==> src/rtl/mips_pkg.sv <==
// Shared MIPS register-file types and widths for the writeback front end.
package mips_pkg;

  localparam int REG_ADDR_W = 5;
  localparam int DATA_W     = 32;
  localparam int NUM_REGS   = 1 << REG_ADDR_W;

  localparam logic [REG_ADDR_W-1:0] ZERO_REG = 5'd0;

  typedef struct packed {
    logic [REG_ADDR_W-1:0] addr;
    logic [DATA_W-1:0]     data;
  } wb_req_t;

endpackage

==> src/rtl/rf_wb_fifo.sv <==
// Synchronous FIFO of pending slow-path writebacks; head is visible
// combinationally on o_dout while o_empty is low.
module rf_wb_fifo
  import mips_pkg::*;
#(
  parameter int DEPTH = 2
) (
  input  logic    clk,
  input  logic    rst,
  input  logic    i_push,
  input  wb_req_t i_din,
  input  logic    i_pop,
  output wb_req_t o_dout,
  output logic    o_full,
  output logic    o_empty
);

  localparam int PTR_W = $clog2(DEPTH);

  wb_req_t          r_mem [DEPTH];
  logic [PTR_W:0]   r_wr_ptr;
  logic [PTR_W:0]   r_rd_ptr;
  logic             w_do_push;
  logic             w_do_pop;

  assign w_do_push = i_push && !o_full;
  assign w_do_pop  = i_pop && !o_empty;

  // NOTE: non-blocking assignments in clocked blocks so every register samples pre-edge values.
  always_ff @(posedge clk or posedge rst) begin
    if (rst) begin
      r_wr_ptr <= '0;
      r_rd_ptr <= '0;
    end else begin
      if (w_do_push) r_wr_ptr <= r_wr_ptr + 1'b1;
      if (w_do_pop)  r_rd_ptr <= r_rd_ptr + 1'b1;
    end
  end

  // NOTE: storage is deliberately not reset; the pointers alone decide which entries are valid.
  always_ff @(posedge clk) begin
    if (w_do_push) r_mem[r_wr_ptr[PTR_W-1:0]] <= i_din;
  end

  assign o_dout  = r_mem[r_rd_ptr[PTR_W-1:0]];
  assign o_empty = (r_wr_ptr == r_rd_ptr);
  assign o_full  = (r_wr_ptr[PTR_W] != r_rd_ptr[PTR_W]) &&
                   (r_wr_ptr[PTR_W-1:0] == r_rd_ptr[PTR_W-1:0]);

endmodule

==> src/rtl/rf_write_arbiter.sv <==
// Single write-port arbiter for the MIPS register file: fast datapath vs
// buffered slow results, with RAW scoreboard. RF_BYPASS_EN adds read forwarding.
module rf_write_arbiter
  import mips_pkg::*;
#(
  parameter int DEPTH      = 2,
  parameter int STARVE_MAX = 4
) (
  input  logic                  clk,
  input  logic                  reset,
`ifdef RF_BYPASS_EN
  input  logic [REG_ADDR_W-1:0] rd_addr_1,
  input  logic [REG_ADDR_W-1:0] rd_addr_2,
  output logic                  fwd_hit_1,
  output logic                  fwd_hit_2,
  output logic [DATA_W-1:0]     fwd_data_1,
  output logic [DATA_W-1:0]     fwd_data_2,
`endif
  input  logic                  fast_valid,
  input  logic [REG_ADDR_W-1:0] fast_addr,
  input  logic [DATA_W-1:0]     fast_data,
  input  logic                  slow_valid,
  output logic                  slow_ready,
  input  logic [REG_ADDR_W-1:0] slow_addr,
  input  logic [DATA_W-1:0]     slow_data,
  input  logic                  issue_valid,
  input  logic [REG_ADDR_W-1:0] issue_addr,
  output logic                  reg_write,
  output logic [REG_ADDR_W-1:0] write_addr,
  output logic [DATA_W-1:0]     write_data,
  output logic                  fast_hold,
  output logic [NUM_REGS-1:0]   pending,
  output logic                  wb_err
);

  localparam int CNT_W = $clog2(STARVE_MAX + 1);

  logic [CNT_W-1:0]    r_starve;
  logic [NUM_REGS-1:0] r_pending;
  logic                r_wb_err;

  wb_req_t             w_head;
  logic                w_full;
  logic                w_empty;
  logic                w_push;
  logic                w_pop;
  logic                w_fast_win;
  logic [NUM_REGS-1:0] w_set_mask;
  logic [NUM_REGS-1:0] w_clr_mask;

  assign fast_hold  = !w_empty && (r_starve >= CNT_W'(STARVE_MAX));
  assign w_fast_win = fast_valid && (fast_addr != ZERO_REG) && !fast_hold;
  assign w_pop      = !w_empty && !w_fast_win;
  assign slow_ready = !w_full;
  // Writes to $zero are acknowledged but never buffered.
  assign w_push     = slow_valid && slow_ready && (slow_addr != ZERO_REG);

  rf_wb_fifo #(.DEPTH(DEPTH)) u_fifo (
    .clk     (clk),
    .rst     (reset),
    .i_push  (w_push),
    .i_din   ('{addr: slow_addr, data: slow_data}),
    .i_pop   (w_pop),
    .o_dout  (w_head),
    .o_full  (w_full),
    .o_empty (w_empty)
  );

  // NOTE: every always_comb output gets a default first so no path can infer a latch.
  always_comb begin
    reg_write  = 1'b0;
    write_addr = ZERO_REG;
    write_data = '0;
    if (w_fast_win) begin
      reg_write  = 1'b1;
      write_addr = fast_addr;
      write_data = fast_data;
    end else if (!w_empty) begin
      reg_write  = 1'b1;
      write_addr = w_head.addr;
      write_data = w_head.data;
    end
  end

  always_comb begin
    w_set_mask = '0;
    w_clr_mask = '0;
    if (issue_valid && (issue_addr != ZERO_REG)) w_set_mask[issue_addr] = 1'b1;
    if (w_pop) w_clr_mask[w_head.addr] = 1'b1;
  end

  always_ff @(posedge clk or posedge reset) begin
    if (reset) begin
      r_starve  <= '0;
      r_pending <= '0;
      r_wb_err  <= 1'b0;
    end else begin
      if (w_empty || w_pop)
        r_starve <= '0;
      else if (r_starve < CNT_W'(STARVE_MAX))
        r_starve <= r_starve + 1'b1;
      // Set is OR-ed after clear so a same-cycle reissue keeps the bit.
      r_pending <= (r_pending & ~w_clr_mask) | w_set_mask;
      if ((fast_valid && fast_hold) || (w_fast_win && r_pending[fast_addr]))
        r_wb_err <= 1'b1;
    end
  end

  assign pending = r_pending;
  assign wb_err  = r_wb_err;

`ifdef RF_BYPASS_EN
  assign fwd_hit_1  = reg_write && (write_addr == rd_addr_1) && (rd_addr_1 != ZERO_REG);
  assign fwd_hit_2  = reg_write && (write_addr == rd_addr_2) && (rd_addr_2 != ZERO_REG);
  assign fwd_data_1 = write_data;
  assign fwd_data_2 = write_data;
`endif

endmodule

==> config.mk <==
export PLATFORM = sky130hd
export DESIGN_NAME = rf_write_arbiter
export DESIGN_NICKNAME = d
export VERILOG_FILES = /design/src/rtl/mips_pkg.sv /design/src/rtl/rf_wb_fifo.sv /design/src/rtl/rf_write_arbiter.sv
export SDC_FILE = /design/constraint.sdc
export NUM_CORES = 1
export LEC_CHECK = 0
export CELL_PAD_IN_SITES_DETAIL_PLACEMENT = 0
export CELL_PAD_IN_SITES_GLOBAL_PLACEMENT = 1
export CORE_MARGIN = 2
export CORE_UTILIZATION = 33
export DETAILED_ROUTE_END_ITERATION = 10
export PLACE_DENSITY = 0.73
export SETUP_SLACK_MARGIN = 0.2
export SYNTH_ARGS = -nofsm -noshare
export SYNTH_HDL_FRONTEND = slang
export SYNTH_SLANG_ARGS = --single-unit
export TNS_END_PERCENT = 50
==> constraint.sdc <==
create_clock -name clk -period 2.5 [get_ports clk]
set_input_delay 0.25 -clock clk [delete_from_list [all_inputs] [get_ports clk]]
set_output_delay 0.25 -clock clk [all_outputs]
set_load 0.02 [all_outputs]
==> key figures, run 1 <==
Run status
  • Status: complete, no violations

Global routing
  • Global-route wire length before repair: 23300 µm
  • Initial antenna violation count: 0
  • Vias in the first global route: 4237
  • Pin count of the biggest net entering global routing: 48
  • Global route overflow: 0
  • GRT Overall Usage: 18.9%

Power
  • Power density over cell area: 1300 mW/mm²
  • Total power: 10.4 mW
  • Worst IR Drop VDD: 0.543 mV
  • Leak Pwr: 3.16 nW

Detailed routing
  • Starting DRT DRC Count: 256
  • Routed vias: 4152
  • DRC viols: 0
  • Routed wire length per instance: 18.3 µm
  • Final WL: 15400 µm
  • Pre-antenna DRT Iters: 4
  • Routed Antenna Nets: 0
  • Vias per Instance: 4.94

STA
  • Crit share post-route: 92.8%
  • Worst clock skew: 0.0148 ns
  • Worst rel slew slack: 58.9%
  • Final Hold Fails: 0
  • RSZ-0062 raised after global routing: yes
  • Worst-Margin Slew: 0.615 ns
  • Setup Viol. Count Final: 0
  • Max Clock Freq: 431 MHz
  • Minimum clock period: 2.32 ns
  • PnR worst setup slack: 0.180 ns
  • Hold WS: 0.258 ns
  • Final TNS setup: 0 ns
  • Pins Over Slew Limit: 0

Placement
  • HPWL Detailed: 10400 µm
  • Pre-CTS WS: -0.639 ns
  • RePlAce Congestion: 0.866
  • IO Port Bufs: 156

Synth
  • Mean area per synthesized cell: 12.6 µm²
  • Post-synth top flop: edfxtp_1
  • Post-Syn Nets: 496
  • Largest area contributor in the netlist: edfxtp_1
  • Most frequent cell after synthesis: edfxtp_1
  • Yosys reg bits: 114
  • Sequential-to-total area share from yosys stat: 62.0%
  • Synth top area share: 42.8%
  • Syn Inst Count: 411
  • Post-synth EDFFs: 74
  • Mapped Area: 0.00520 mm²
  • Post-synth top cells: edfxtp_1 (74), o21ai_0 (63), nand2_1 (49)
  • Synth warn: 0
  • Top post-synthesis cells by area: edfxtp_1 (43%), dfrtp_1 (19%), mux2i_1 (8.5%)
  • Async set or reset register ratio after synthesis: 35.1%
  • Synth cell types: 45

Clock tree
  • Clock sink total: 114
  • CTS tree: done
  • Reg clk slew, reported paths: 0.05 ns
  • CTS H-Tree Depth: 4
  • Hold buffer count at cts: 0
  • Clk_lat worst skew: 0.41 ns
  • Inserted Clock Buffers: 17
  • Clock Tree Root: clkbuf_16
  • Max clock buf depth: 2

Floorplan
  • CORE AREA: 0.0153 mm²
  • Initial core utilization: 33.9%
  • Die area: 0.0168 mm²
  • Die Height: 130 µm
  • Chip width: 130 µm
  • Top-level port count: 157
  • Site Rows: 45

Min path
  • Worst min path class: in -> async

Layout
  • Final Net Count: 701
  • Antenna fix cells: 0
  • Share of cells above drive strength 1: 25.3%
  • Layout area overhead: 54.1%
  • Fillers: 1350

Setup path
  • CP Launch Type: input pin
  • CP max FO: 8
  • Required time worst endpoint: 2.25 ns
  • Cells along the critical path: dlygate4sd2_1 -> or4_4 -> buf_6 -> o211ai_4 -> nand2_4 -> buf_12 -> buf_16 -> o21ai_4 -> buf_6
  • Worst EP arrival: 2.07 ns
  • Most used cell, CP: buf_6
  • CP max stage delay: 0.52 ns
  • Critical path capture point type: output pin
  • Slowest CP cell: or4_4
  • Crit Path Class: in -> out

Job
  • Max-capacitance violation count: 0
## final timing paths
check | slack [ns] | cells past startpoint | to | startpoint
max | 0.18 | 9 | write_addr[0] | fast_addr[1]
min | 0.26 | 3 | pending[1] | reset
max reg2reg | 0.30 | 7 | pending[3] | u_fifo.r_rd_ptr[0]
min reg2reg | 0.44 | 1 | r_starve[0] | r_starve[0]
max in group asynchronous | 1.87 | 3 | u_fifo.r_rd_ptr[0] | reset
min in group clk | 0.41 | 1 | u_fifo.r_mem[1][30] | slow_data[30]
## cells in the final DEF, fill, tap and decap left out, drive strengths merged, types with 5 or more instances in the layout
cell           instances
clkdlybuf4s50        113
edfxtp                74
inv                    9
nand3                 13
clkinv                 9
a21oi                  5
dlygate4sd2            6
o21ai                 82
nor2                  13
mux2i                 44
nor2b                  8
dfrtp                 40
buf                   78
clkbuf                18
nand2                 50
o2bb2ai                6
nand2b                10
## cell families (layout without fill, tap and decap cells)
family / after synthesis / count (layout) / synth area share, %
AO/OA/AOI/OAI: 111 / 113 / 14.1
XOR/XNOR: 6 / 6 / 1.16
adder cells (fa/ha/maj): 1 / 1 / 0.241
buffers and inverters: 26 / 240 / 2.58
flip-flops: 114 / 114 / 62.0
multiplexers: 49 / 49 / 10.4
AND/OR/NAND/NOR: 104 / 106 / 9.46
## where the power goes
part           switching (mW)  internal (mW)
Clock                   0.836           1.66
Combinational            2.66           2.12
Sequential              0.361           2.76
## final cells by class
type                    instances  area, µm²  share of cell area [%]
well taps                     211        264                    3.30
flip-flops and latches        114       3220                    40.2
clock buffers                  17        425                    5.31
repair buffers                199       1880                    23.4
multi-input cells             275       1990                    24.9
clock inverters                15        191                    2.39
inverters                       9       33.8                   0.422
## worst max-delay path: cells and delay by family
kind | cells | cell delay (ns)
buffers and inverters | 5 | 0.82
and+or+nand+nor | 2 | 0.64
AOI/OAI and AO/OA | 2 | 0.36
## registers in the layout, indices dropped and copies added, names as in the netlist
register and flops:
u_fifo.r_rd_ptr 2, pending 32, u_fifo.r_wr_ptr 2, u_fifo.r_mem 74, wb_err 1, r_starve 3
## what timing repair did
| action | in CTS | in global routing |
|---|---|---|
| pin swaps | 16 | 2 |
| gates resized for setup | 211 | 19 |
| hold endpoints to repair | 0 | 0 |
| endpoints found under the setup margin | 117 | 103 |
| setup buffers | 12 | 5 |
| cloned | 4 | 1 |
## metrics by stage
step,std cells,cell area [µm²],util [%]
2_1_floorplan,411,5200,-
3_3_place_gp,786,7150,46.7
3_5_place_dp,786,7150,46.7
4_1_cts,834,7950,51.9
5_1_grt,840,8010,52.3
6_report,840,8010,52.3
## metal layers
layer	GRT usage [%]	wire (µm)
met5	0	0
met2	30.0	7480
met4	7.84	266
met1	23.6	6300
met3	6.77	1360
Power figures use the tool's default switching activity.
==> run 2, diff against run 1 <==
--- a/config.mk
+++ b/config.mk
@@ -10,7 +10,7 @@
 export CORE_MARGIN = 2
 export CORE_UTILIZATION = 33
 export DETAILED_ROUTE_END_ITERATION = 10
-export PLACE_DENSITY = 0.73
+export PLACE_DENSITY = 0.74
 export SETUP_SLACK_MARGIN = 0.2
 export SYNTH_ARGS = -nofsm -noshare
 export SYNTH_HDL_FRONTEND = slang
==> key figures, run 2 (synthesized netlist as in run 1, its figures left out) <==
Power
  • Total power: 10.8 mW
  • Net Switching: 4.00 mW
  • Worst IR Drop VDD: 0.552 mV
  • Part of the power in combinational logic: 46.8%
  • Leak Pwr: 3.23 nW
  • Clock network fraction of total power: 24.1%
  • Flop pwr share: 29.1%
  • Switching share of total power: 36.9%
  • P_int: 6.83 mW
  • Power density over cell area: 1310 mW/mm²

Layout
  • Most frequent cells in the layout: clkdlybuf4s50_1 (113), edfxtp_1 (74), o21ai_0 (47), mux2i_1 (44)
  • Commonest non-fill, non-tap cell in the layout: clkdlybuf4s50_1
  • Antenna fix cells: 0
  • Layout area overhead: 58.5%
  • Largest register FFs: 74
  • Final Net Count: 708
  • Fin cells: 847
  • Share of cells above drive strength 1: 28.1%

Placement
  • DP Cell Count: 787
  • RePlAce Congestion: 0.803
  • IO Port Bufs: 156
  • Pre-CTS WS: -0.695 ns
  • HPWL Detailed: 10400 µm

Global routing
  • Met1 usage: 24.6%
  • GR peak layer: met2
  • GR Util met2: 32.1%
  • GRT Overall Usage: 19.6%
  • Vias in the first global route: 4382
  • Global-route wire length before repair: 24200 µm
  • Global route overflow: 0
  • Pin count of the biggest net entering global routing: 48
  • Met3 Usage GRT: 6.61%
  • Initial antenna violation count: 0

Clock tree
  • Inserted Clock Buffers: 17
  • Clock sink total: 114
  • Reg clk slew, reported paths: 0.05 ns
  • Hold buffer count at cts: 0
  • Clk_lat worst skew: 0.41 ns
  • Max clock buf depth: 2
  • CTS tree: done
  • CTS H-Tree Depth: 4
  • Clock Tree Root: clkbuf_16

Min path
  • Worst min path class: in -> async

Detailed routing
  • Pre-antenna DRT Iters: 4
  • Vias per Instance: 5.01
  • Final WL: 16100 µm
  • DRC viols: 0
  • Routed Antenna Nets: 0
  • Starting DRT DRC Count: 245
  • Routed wire length per instance: 19.0 µm
  • Routed vias: 4244

Job
  • Max-capacitance violation count: 0

STA
  • Pins Over Slew Limit: 0
  • Max Clock Freq: 412 MHz
  • Final TNS setup: 0 ns
  • Final Hold Fails: 0
  • Worst rel slew slack: 36.4%
  • Worst clock skew: 0.00702 ns
  • Minimum clock period: 2.43 ns
  • Setup Viol. Count Final: 0
  • PnR worst setup slack: 0.0736 ns
  • Worst-Margin Slew: 0.954 ns
  • Crit share post-route: 97.1%
  • RSZ-0062 raised after global routing: yes

Setup path
  • CP max FO: 6
  • Required time worst endpoint: 2.25 ns
  • Crit Path Class: reg -> out
  • Worst EP arrival: 2.18 ns
  • Critical path capture point type: output pin
  • CP Launch Type: flip-flop

Floorplan
  • Die Height: 130 µm
  • Chip width: 130 µm
  • CORE AREA: 0.0153 mm²
  • Top-level port count: 157
  • Die area: 0.0168 mm²
  • Initial core utilization: 33.9%
  • Site Rows: 45

Run status
  • Status: complete, no violations
## run 2: layer usage
metal / wire [µm] / vias up
li1: - / 1985
met1: 6770 / 2059
met2: 7740 / 181
met3: 1320 / 19
met4: 266 / 0
met5: 0 / -
## run 2: cell type report
type / instances / area [µm²]
multi-input cells: 277 / 2090
inverters: 9 / 33.8
clock buffers: 18 / 429
clock inverters: 14 / 213
fillers: 1354 / 7080
well taps: 211 / 264
repair buffers: 204 / 1980
flip-flops and latches: 114 / 3230
## run 2: power groups by stage
stage                     clock (mW)  combinational, mW  sequential (mW)
after global placement             0               4.36             3.13
after global routing            2.73               5.41             3.23
after floorplan                    0               2.11             3.38
after CTS                       2.64               4.91             3.14
after detailed placement           0               4.41             3.16
final                           2.61               5.07             3.15
## run 2: path summary, 6_finish.rpt
kind / startpoint / endpoint / slack (ns) / depth (start not counted)
worst max register to register: u_fifo.r_wr_ptr[0] / u_fifo.r_mem[0][36] / 0.23 / 6
max in group asynchronous: reset / r_starve[2] / 1.83 / 3
min in group clk: slow_data[11] / u_fifo.r_mem[1][11] / 0.41 / 1
worst min-delay path: reset / u_fifo.r_wr_ptr[1] / 0.27 / 3
worst max-delay path: u_fifo.r_wr_ptr[1] / write_data[4] / 0.07 / 10
worst min register to register: r_starve[0] / r_starve[0] / 0.43 / 1
## run 2: through the flow
stage	hold WS (ns)	cell area [µm²]	util, %
after floorplan	0.349	5200	-
after global placement	0.415	7160	46.7
after detailed placement	0.424	7160	46.7
after CTS	0.274	8100	52.9
after global routing	0.317	8240	53.8
final	0.273	8240	53.8
## run 2: what timing repair did
action | in CTS | in global routing
setup endpoints to repair | 114 | 115
setup buffers | 17 | 3
gates cloned | 5 | 3
resized for setup | 213 | 42
pin swaps | 20 | 11
## run 2: critical path, stage by stage (launching register included)
cell and delay, ns:
dfrtp_1 0.40, xor2_2 0.18, nand2b_4 0.20, buf_6 0.15, buf_6 0.11, buf_12 0.11, a21oi_4 0.14, buf_6 0.17
nand2_1 0.05, o21ai_1 0.08, buf_4 0.16
